$ cat src/rtl/alu_arbiter.sv
// alu_arbiter: shares one registered processor ALU between two requesters.
// Requests are granted round-robin, the ALU is driven for ALU_LATENCY+1
// cycles, and the captured result is handed back to the owning requester.
module alu_arbiter #(
  parameter int WORD_SIZE   = 16,
  parameter int ALU_LATENCY = 1
) (
  input  logic                 clock,
  input  logic                 reset,
  input  logic                 req0_valid,
  output logic                 req0_ready,
  input  logic [4:0]           req0_opcode,
  input  logic [WORD_SIZE-1:0] req0_a,
  input  logic [WORD_SIZE-1:0] req0_b,
  output logic                 resp0_valid,
  input  logic                 resp0_ready,
  input  logic                 req1_valid,
  output logic                 req1_ready,
  input  logic [4:0]           req1_opcode,
  input  logic [WORD_SIZE-1:0] req1_a,
  input  logic [WORD_SIZE-1:0] req1_b,
  output logic                 resp1_valid,
  input  logic                 resp1_ready,
  output logic [WORD_SIZE-1:0] resp_result,
  output logic [4:0]           alu_opcode,
  output logic [WORD_SIZE-1:0] alu_input1,
  output logic [WORD_SIZE-1:0] alu_input2,
  output logic                 alu_enable,
  input  logic [WORD_SIZE-1:0] alu_out,
  output logic                 busy,
  output logic [15:0]          op_count
);

  // Cycle counter must be able to reach ALU_LATENCY; never narrower than 1 bit.
  localparam int CNT_RAW = $clog2(ALU_LATENCY + 1);
  localparam int CNT_W   = (CNT_RAW < 1) ? 1 : CNT_RAW;
  localparam logic [CNT_W-1:0] CNT_LAST = CNT_W'(ALU_LATENCY);

  typedef enum logic [1:0] {
    ST_IDLE = 2'd0,
    ST_EXEC = 2'd1,
    ST_RESP = 2'd2
  } state_t;

  state_t                 state_reg;
  state_t                 state_next;
  logic [CNT_W-1:0]       cnt_reg;
  logic                   owner_reg;
  logic                   last_grant_reg;
  logic [4:0]             alu_opcode_reg;
  logic [WORD_SIZE-1:0]   alu_input1_reg;
  logic [WORD_SIZE-1:0]   alu_input2_reg;
  logic [WORD_SIZE-1:0]   resp_result_reg;
  logic [15:0]            op_count_reg;

  logic grant_valid;
  logic grant;
  logic accept;
  logic exec_done;
  logic resp_taken;

  // Round-robin choice: on contention the requester not served last wins.
  always_comb begin
    grant_valid = req0_valid | req1_valid;
    grant       = 1'b0;
    if (req0_valid && req1_valid) begin
      grant = ~last_grant_reg;
    end else if (req1_valid) begin
      grant = 1'b1;
    end
  end

  assign accept     = (state_reg == ST_IDLE) && grant_valid;
  assign exec_done  = (state_reg == ST_EXEC) && (cnt_reg == CNT_LAST);
  assign resp_taken = owner_reg ? resp1_ready : resp0_ready;

  // State register; reset aborts any operation in flight.
  always_ff @(posedge clock or posedge reset) begin
    if (reset) begin
      state_reg <= ST_IDLE;
    end else begin
      state_reg <= state_next;
    end
  end

  // Next-state: accept, run the ALU for its latency, then wait for the owner.
  always_comb begin
    state_next = state_reg;
    case (state_reg)
      ST_IDLE: if (grant_valid) state_next = ST_EXEC;
      ST_EXEC: if (exec_done)   state_next = ST_RESP;
      ST_RESP: if (resp_taken)  state_next = ST_IDLE;
      default: state_next = ST_IDLE;
    endcase
  end

  // Handshake and ALU strobe outputs decoded from the current state.
  always_comb begin
    req0_ready  = 1'b0;
    req1_ready  = 1'b0;
    resp0_valid = 1'b0;
    resp1_valid = 1'b0;
    alu_enable  = 1'b0;
    busy        = (state_reg != ST_IDLE);
    case (state_reg)
      ST_IDLE: begin
        req0_ready = grant_valid && !grant;
        req1_ready = grant_valid && grant;
      end
      ST_EXEC: alu_enable = 1'b1;
      ST_RESP: begin
        resp0_valid = !owner_reg;
        resp1_valid = owner_reg;
      end
      default: ;
    endcase
  end

  // Operand latch on acceptance, latency count and result capture in EXEC.
  // ALU operand registers only change on acceptance so the ALU sees no
  // spurious activity outside EXEC.
  always_ff @(posedge clock or posedge reset) begin
    if (reset) begin
      cnt_reg         <= '0;
      owner_reg       <= 1'b0;
      last_grant_reg  <= 1'b1;
      alu_opcode_reg  <= '0;
      alu_input1_reg  <= '0;
      alu_input2_reg  <= '0;
      resp_result_reg <= '0;
      op_count_reg    <= '0;
    end else begin
      if (accept) begin
        alu_opcode_reg <= grant ? req1_opcode : req0_opcode;
        alu_input1_reg <= grant ? req1_a : req0_a;
        alu_input2_reg <= grant ? req1_b : req0_b;
        owner_reg      <= grant;
        last_grant_reg <= grant;
        cnt_reg        <= '0;
      end else if (state_reg == ST_EXEC) begin
        cnt_reg <= cnt_reg + CNT_W'(1);
        if (exec_done) begin
          resp_result_reg <= alu_out;
          op_count_reg    <= op_count_reg + 16'd1;
        end
      end
    end
  end

  assign alu_opcode  = alu_opcode_reg;
  assign alu_input1  = alu_input1_reg;
  assign alu_input2  = alu_input2_reg;
  assign resp_result = resp_result_reg;
  assign op_count    = op_count_reg;

endmodule

$ cat config.mk
export PLATFORM = sky130hd
export DESIGN_NAME = alu_arbiter
export DESIGN_NICKNAME = d
export VERILOG_FILES = /design/src/rtl/alu_arbiter.sv
export SDC_FILE = /design/constraint.sdc
export NUM_CORES = 1
export LEC_CHECK = 0
export CORE_AREA = 5 5 100 93
export CTS_CLUSTER_SIZE = 25
export DETAILED_ROUTE_END_ITERATION = 10
export DIE_AREA = 0 0 105 98
export PLACE_DENSITY = 0.87
export SYNTH_ARGS = -nofsm -noshare
export SYNTH_HDL_FRONTEND = slang
export SYNTH_SLANG_ARGS = --single-unit
export TNS_END_PERCENT = 30
$ cat constraint.sdc
create_clock -name clock -period 3.2 [get_ports clock]
set_input_delay 0.96 -clock clock [delete_from_list [all_inputs] [get_ports clock]]
set_output_delay 0.96 -clock clock [all_outputs]
set_load 0.02 [all_outputs]
==> results.txt, run 1 <==
The number of antenna cells inserted came out at 0. The flow ran to the end, and the final reports show no timing, DRC or antenna violations. The worst relative slew slack came out at 68.7%. The fraction of final layout cells sized beyond drive strength 1 came out at between 6 and 7%.

The critical path's slowest cell is clkdlybuf4s50_1. The static leakage came out at 2.41 nW. The clock passes through at most 2 buffers.

The last weighted congestion value of the routability-driven placer came out at 0.746. The worst-case IR drop observed on VDD is 0.598 mV. The initial cell density of the core came out at 37.2%. The synthesized netlist net count is 379. STA classifies the critical path startpoint as an input pin. From bottom edge to top edge, the die measures around 98 µm. Each instance of the synthesized netlist takes up on average 10.9 µm².

The maximum achievable frequency is 322 MHz. Global routing used 17.0% of the available tracks. The vias after detailed routing came out at 2,768. The remaining number of nets flagged by the antenna check after routing came out at 0.

The iteration-0 DRC count of the detailed router is between 100 and 150. From left edge to right edge, the die measures 105 µm. Relative to the synthesized area, the layout overhead comes to 67.1%. The pre-antenna-repair detailed-routing pass consisted of 8 iterations. The count of standard-cell rows is 32.

The library cell used most frequently in the layout, excluding fill and tap cells, is clkdlybuf4s50_1. The clock latency on the worst-skew pair came out at 330 ps. The first-pass GRT wire length came out at between 10 and 15 mm.

The number of max-cap violations is 0. The signal on the critical path passes through clkdlybuf4s50_1, a21boi_2, and2_1, dlygate4sd2_1. The minimum clock period after layout came out at between 3000 and 4000 ps. The synthesized netlist devotes 13.2% of its cell area to compound gates. The via count of the first global-routing pass came to 2,938. Synthesis produced 282 cells. The synthesized netlist devotes 4.28% of its cell area to XOR and XNOR gates. The number of ports placed on the die boundary is around 170. Grouping stages by cell kind, the critical path spends the most delay in buffers and inverters. The average wire per cell in the routed design is 16.1 µm. The slew at the pin with the worst max-slew slack is about 470 ps. The data arrival time of the critical path is roughly 2100 ps.

In the routed layout, each cell is associated on average with a via count of 4.93. The count of endpoints failing hold in the final timing report came out at 0. For this run, the post-layout net count is 552. The simple-gate portion of the synthesized area came out at 12.8%.

The initial antenna violation count came out at 0. The number of cells on the worst reg-to-reg path is 5. The core occupancy in the finished layout is roughly 62%. The count of different cell masters after synthesis came out at 30. The number of synthesized register bits is 74. The total number of yosys warnings came out at 0. The critical path is of the input pin to output port type. The library cells used most frequently in the layout, excluding fill and tap cells, are clkdlybuf4s50_1, dfrtp_1, nand2_1. The worst path setup slack after routing came out at between 90 and 100 ps. The core footprint came out at 0.00825 mm². The number of stages on the worst hold path is 2.

Of the available clock period, the critical path in the final layout requires 97.0%. Sequential elements use between 60% and 70% of the synthesized area. Wires add up to 9.05 mm.

The CTS tree is done. The number of pins exceeding their max-slew limit in the final report is 0. The number of buffers inserted during clock tree synthesis is 9. By area, the combinational part of the netlist is dominated by compound AO/OA/AOI/OAI gates. The total standard cell area after synthesis came out at 0.00307 mm². The setup skew after layout came out at ~15 ps. STA classifies the critical path endpoint as an output port.

The post-cts hold buffer count is 0. The die area came out at 0.0103 mm². The largest stage delay on the critical path came out at 510 ps. In the routed design, unresolved DRC markers number 0. The root buffer selected by CTS is clkbuf_8. The number of sinks driven by the clock tree came out at 74. Multiplexer cells account for 1.30% of the synthesized area. The remaining global-route overflow came out at 0. The power per standard cell area is 922 mW/mm². The worst setup slack before clock tree synthesis is -180 ps. Power comes to 0.00473 W. After filler insertion, the fill cell instance count of the layout stands at 691. The path class of the tightest hold or removal check is flop to flop.

For the worst setup path, the data required time is 2240 ps. The clock slew at the register clock pins of the worst setup and hold paths is 80 ps. The smallest hold slack is 479 ps. During placement, the flow inserted port buffers numbering 170. The maximum number of pins on one net before global-route repair is 75.

Of all nets on the critical path, the largest fanout is 3. The total negative slack for setup checks is 0 ps. The final setup violation count is 0. Setup repair after global routing left no endpoint under its margin.

Once detailed placement completed, the half-perimeter wirelength came to 6.79 mm. Counting both buffers and inverters, the worst setup path holds a total of 2. The H-tree was split into 3 levels.

The adder-cell share of the synthesized area came out at 0.408%. Counting buffers and inverters, the worst setup path is 4 cells deep.
[final cells by class]
| type | instances | area (µm²) | share of cell area [%] |
|---|---|---|---|
| Sequential cell | 74 | 1850 | 36.1 |
| Timing Repair Buffer | 178 | 1770 | 34.5 |
| Multi-Input combinational cell | 152 | 983 | 19.2 |
| Inverter | 40 | 150 | 2.93 |
| Clock buffer | 12 | 145 | 2.83 |
| Tap cell | 102 | 128 | 2.49 |
| Clock inverter | 4 | 98.8 | 1.93 |
[worst paths after layout]
path,to,startpoint,slack (ps)
max,req1_ready,req1_valid,100
max in group asynchronous,last_grant_reg,reset,1830
min reg2reg,resp_result[3],resp_result[3],480
max reg2reg,alu_input2[7],state_reg[0],1530
min in group asynchronous,op_count[8],reset,1040
min,resp_result[3],resp_result[3],480
[metal layers]
metal,up-vias,wire (µm),GRT usage (%)
li1,1319,-,-
met1,1342,3600,19.9
met4,0,139,6.98
met5,-,0,0
met2,96,4790,30.1
met3,11,522,3.83
[logic make-up (layout without fill, tap and decap cells)]
| logic type | count (synthesis) | count (layout) |
|---|---|---|
| buffers and inverters | 56 | 234 |
| xor gates and xnor gates | 15 | 15 |
| adders and majority gates | 1 | 1 |
| AOI/OAI and AO/OA | 44 | 44 |
| and+or+nand+nor | 88 | 88 |
| DFF | 74 | 74 |
| muxes | 4 | 4 |
[where the power goes]
group          leakage [nW]  total (W)  internal [W]  switching [W]
clock                 0.121   0.000876      0.000542       0.000334
combinational          1.35    0.00228       0.00110        0.00118
sequential            0.931    0.00157       0.00133       0.000246
[worst register-to-register path, delay by kind of cell (launching register included)]
family / cells / cell delay [ps]
AOI/OAI and AO/OA: 2 / 530
buffers and inverters: 2 / 360
DFF: 1 / 430
and+or+nand+nor: 1 / 230
[repair_timing]
item	in CTS	in global routing
setup endpoints to repair	2	0
endpoints found under the hold margin	0	0
setup buffers	0	0
resized for setup	2	0
[stage by stage]
| stage | cell area, µm² | instances |
|---|---|---|
| after detailed placement | 4890 | 546 |
| after CTS | 5130 | 562 |
| after global placement | 4890 | 546 |
| after floorplan | 3070 | 282 |
| after global routing | 5130 | 562 |
| final | 5130 | 562 |
[cell usage after synthesis (all sizes together)]
cell type  count  share of area (%)
a21boi         1               0.37
and2           1               0.20
o21ai          7                1.3
inv           40                4.9
nor3           2               0.65
xnor2         11                3.1
dfrtp         73                 60
a21o           2               0.49
buf           10                2.0
a221o          1               0.33
nor2           5               0.69
nand2         62                7.6
nand4          4               0.82
and3           2               0.41
mux2i          4                1.3
and4           1               0.29
or2            1               0.20
nand3          5               0.82
and3b          1               0.29
xor2           4                1.1
a222oi        33                 11
nand3b         1               0.24
nor3b          1               0.24
ha             1               0.41
dfstp          1               0.86
nand2b         2               0.41
clkbuf         6               0.73
No activity file was read; power rests on OpenSTA's default activity.
==> run 2, diff against run 1 <==
- CORE_AREA: 5 5 100 93 -> 5 5 115 106
- DIE_AREA: 0 0 105 98 -> 0 0 120 111
- PLACE_DENSITY: 0.87 -> 0.7
==> run 2 against run 1 <==
  * Clock skew decreased by 7.2 ps
  * Count of clock-buffer cells in the layout is 1 lower
  * Sequential power about the same
  * Flip-flop and latch count is the same
  * Maximum frequency about the same
  * Critical path type unchanged
  * Largest power group unchanged
==> results.txt, run 2 (synthesis results as in run 1) <==
The run finished with clean final reports. Setup repair after global routing left no endpoint under its margin. The required arrival time at the worst endpoint came out at 2240 ps. The post-CTS setup buffer count came out at 0. In this run the tightest slew margin relative to its limit is 52.1%.

The fill cell total of the finished layout is ~1,000. The worst setup path is launched from an input pin. The power per standard cell area is 941 mW/mm². Clock skew on the completed layout was measured at 7.58 ps. The minimum clock period after layout came out at 3100 ps. The iteration-0 DRC count of the detailed router is 320.

The count of buffers added on input and output ports is 170. Entering global routing, the biggest net connects 42 pins. The fraction of final layout cells sized beyond drive strength 1 came out at 6.74%. The via count of the first global-routing pass came out at 2,956. The cell area after layout is about 0.0053 mm². The first-pass GRT wire length is 15.3 mm.

Data arrives at the worst endpoint at 2140 ps. The largest vdd supply drop came out at 0.430 mV. The vertical extent of the die came out at around 110 µm.

The ratio of routed vias to standard cells came out at approximately 4.7. Net switching is a little over a third of the power. The clock latency on the worst-skew pair came out at 320 ps.

Registers take 0.00185 mm². The die covers 0.0133 mm². Setup violations remaining at the end of the flow were counted as 0. After detailed placement, the total cell area comes to 0.00496 mm². Summed over all nets, the switching power comes to around 0.0018 W.

The number of pins exceeding their max-slew limit in the final report is 0. The vias after detailed routing is between 2,000 and 3,000. The post-detailed-routing wire length came out at 9.34 mm. The initial antenna violation count came out at 0. In the layout the commonest cells are clkdlybuf4s50_1, dfrtp_1, nand2_1. Summing all multi-input logic gate instances after layout gives 991 µm².

Dividing the detail-routed wire length by the instance count gives ~16 µm. The static leakage came out at 2.45 nW. Clock-pin slew was measured on the worst setup and hold paths at roughly 60 ps. In this run, flip-flops and latches consume 31.6% of the power.

The clock network is responsible for 21.8% of the overall power. The core footprint came out at 0.0108 mm². The share of the clock period used by the worst path after layout is 96.9%. The classification of the worst-slack hold path is flop to flop. The die extent in x came out at roughly 120 µm.

The half-perimeter wire length after detailed placement came out at 7.08 mm. The category of the critical setup timing path is input pin to output port. The number of antenna cells inserted came out at 0. The number of sinks driven by the clock tree is 74.

The remaining global-route overflow came out at 0. The post-cts hold buffer count came out at 0. The number of remaining DRC errors is 0. The last weighted congestion value of the routability-driven placer is 0.703.

Leaving out fill and tap cells, the most frequent cell in the layout is clkdlybuf4s50_1. The maximum achievable frequency is between 300 and 400 MHz. The maximum level of the CTS H-tree came out at 3.

The number of buffers inserted during clock tree synthesis is 9. The number of search-and-repair iterations in the first detailed-routing pass came out at 6. The count of endpoints failing hold in the final timing report came out at 0. The clock passes through at most 2 buffers. The area growth from synthesis to final layout is 72.1%. The worst setup path is captured at an output port. The number of max-cap violations is 0. The cell-internal power is about 0.0032 W.

The share of total power in combinational logic came out at 46.6%. The number of ports placed on the die boundary is 171. The total number of nets in the final design is 553. The total track usage came out at 14.2%. The slew at the pin with the worst max-slew slack is 716 ps. The maximum net fanout on the critical path is 3. The tree is rooted in a clkbuf_16.

The remaining number of nets flagged by the antenna check after routing is 0. The smallest hold slack came out at 473 ps. The floorplan has 36 rows. For this configuration, the core starts out at a cell density of 28.5%.

The CTS tree is done.
==> run 2: cell count changes in the layout (fill, tap and decap cells not counted) <==
cell        change
o21ai_4         +1
clkinv_2        +1
inv_2           -1
o21ai_2         -1
clkbuf_1        -2
buf_12          +1
bufinv_16       -1
clkbuf_8        -8
clkbuf_16       +9
clkinvlp_4      +2
clkinv_4        -1
==> run 2: repair_timing <==
action                     4_1_cts  5_1_grt
resized for setup                2        0
hold endpoints to repair         0        0
setup endpoints to repair        2        0
==> run 2: stage by stage <==
stage / power [W] / setup TNS, ps / setup WS, ps / cells / util [%]
floorplan: 0.00279 / 0 / 360 / 282 / -
global placement: 0.00387 / -318 / -181 / 578 / 46.0
detailed placement: 0.00395 / -298 / -178 / 578 / 46.0
CTS: 0.00506 / 0 / 95.8 / 593 / 49.1
global route: 0.00530 / 0 / 42.2 / 593 / 49.1
finish: 0.00497 / 0 / 98.2 / 593 / 49.1
==> run 2: area by class of cell <==
type                       count  share of cell area, %
clock buffer                  11                   4.79
clock inverter                 4                   1.42
inverter                      40                   2.87
multi-input combinational    152                   18.8
sequential                    74                   35.1
tap                          133                   3.15
timing repair buffer         179                   33.9
==> run 2: routing by layer <==
metal / global-route usage (%) / routed length [µm] / part of all wire, %
met4: 4.35 / 171 / 1.8
met1: 17.6 / 3920 / 42
met2: 23.5 / 4680 / 50
met5: 0 / 0 / 0
met3: 4.39 / 567 / 6.1
==> run 2: power groups by stage <==
stage | clock network [W] | logic [W] | registers [W]
after floorplan | 0 | 0.000794 | 0.00199
after global placement | 0 | 0.00231 | 0.00157
after detailed placement | 0 | 0.00236 | 0.00159
after CTS | 0.00113 | 0.00236 | 0.00158
after global routing | 0.00117 | 0.00251 | 0.00163
final | 0.00108 | 0.00231 | 0.00157
==> run 2: final timing paths <==
| check | depth (start not counted) | end | from | slack [ps] |
|---|---|---|---|---|
| hold reg to reg | 1 | op_count[15] | op_count[15] | 470 |
| max in group asynchronous | 3 | last_grant_reg | reset | 1490 |
| setup reg to reg | 5 | alu_input2[6] | state_reg[0] | 1510 |
| hold / removal | 1 | op_count[15] | op_count[15] | 470 |
| min in group asynchronous | 2 | alu_input2[7] | reset | 1020 |
| setup / recovery | 4 | req1_ready | req0_valid | 100 |
==> run 2: critical path: stages <==
cell	delay [ps]
clkdlybuf4s50_1	490
a21boi_2	180
and2_1	150
dlygate4sd2_1	360
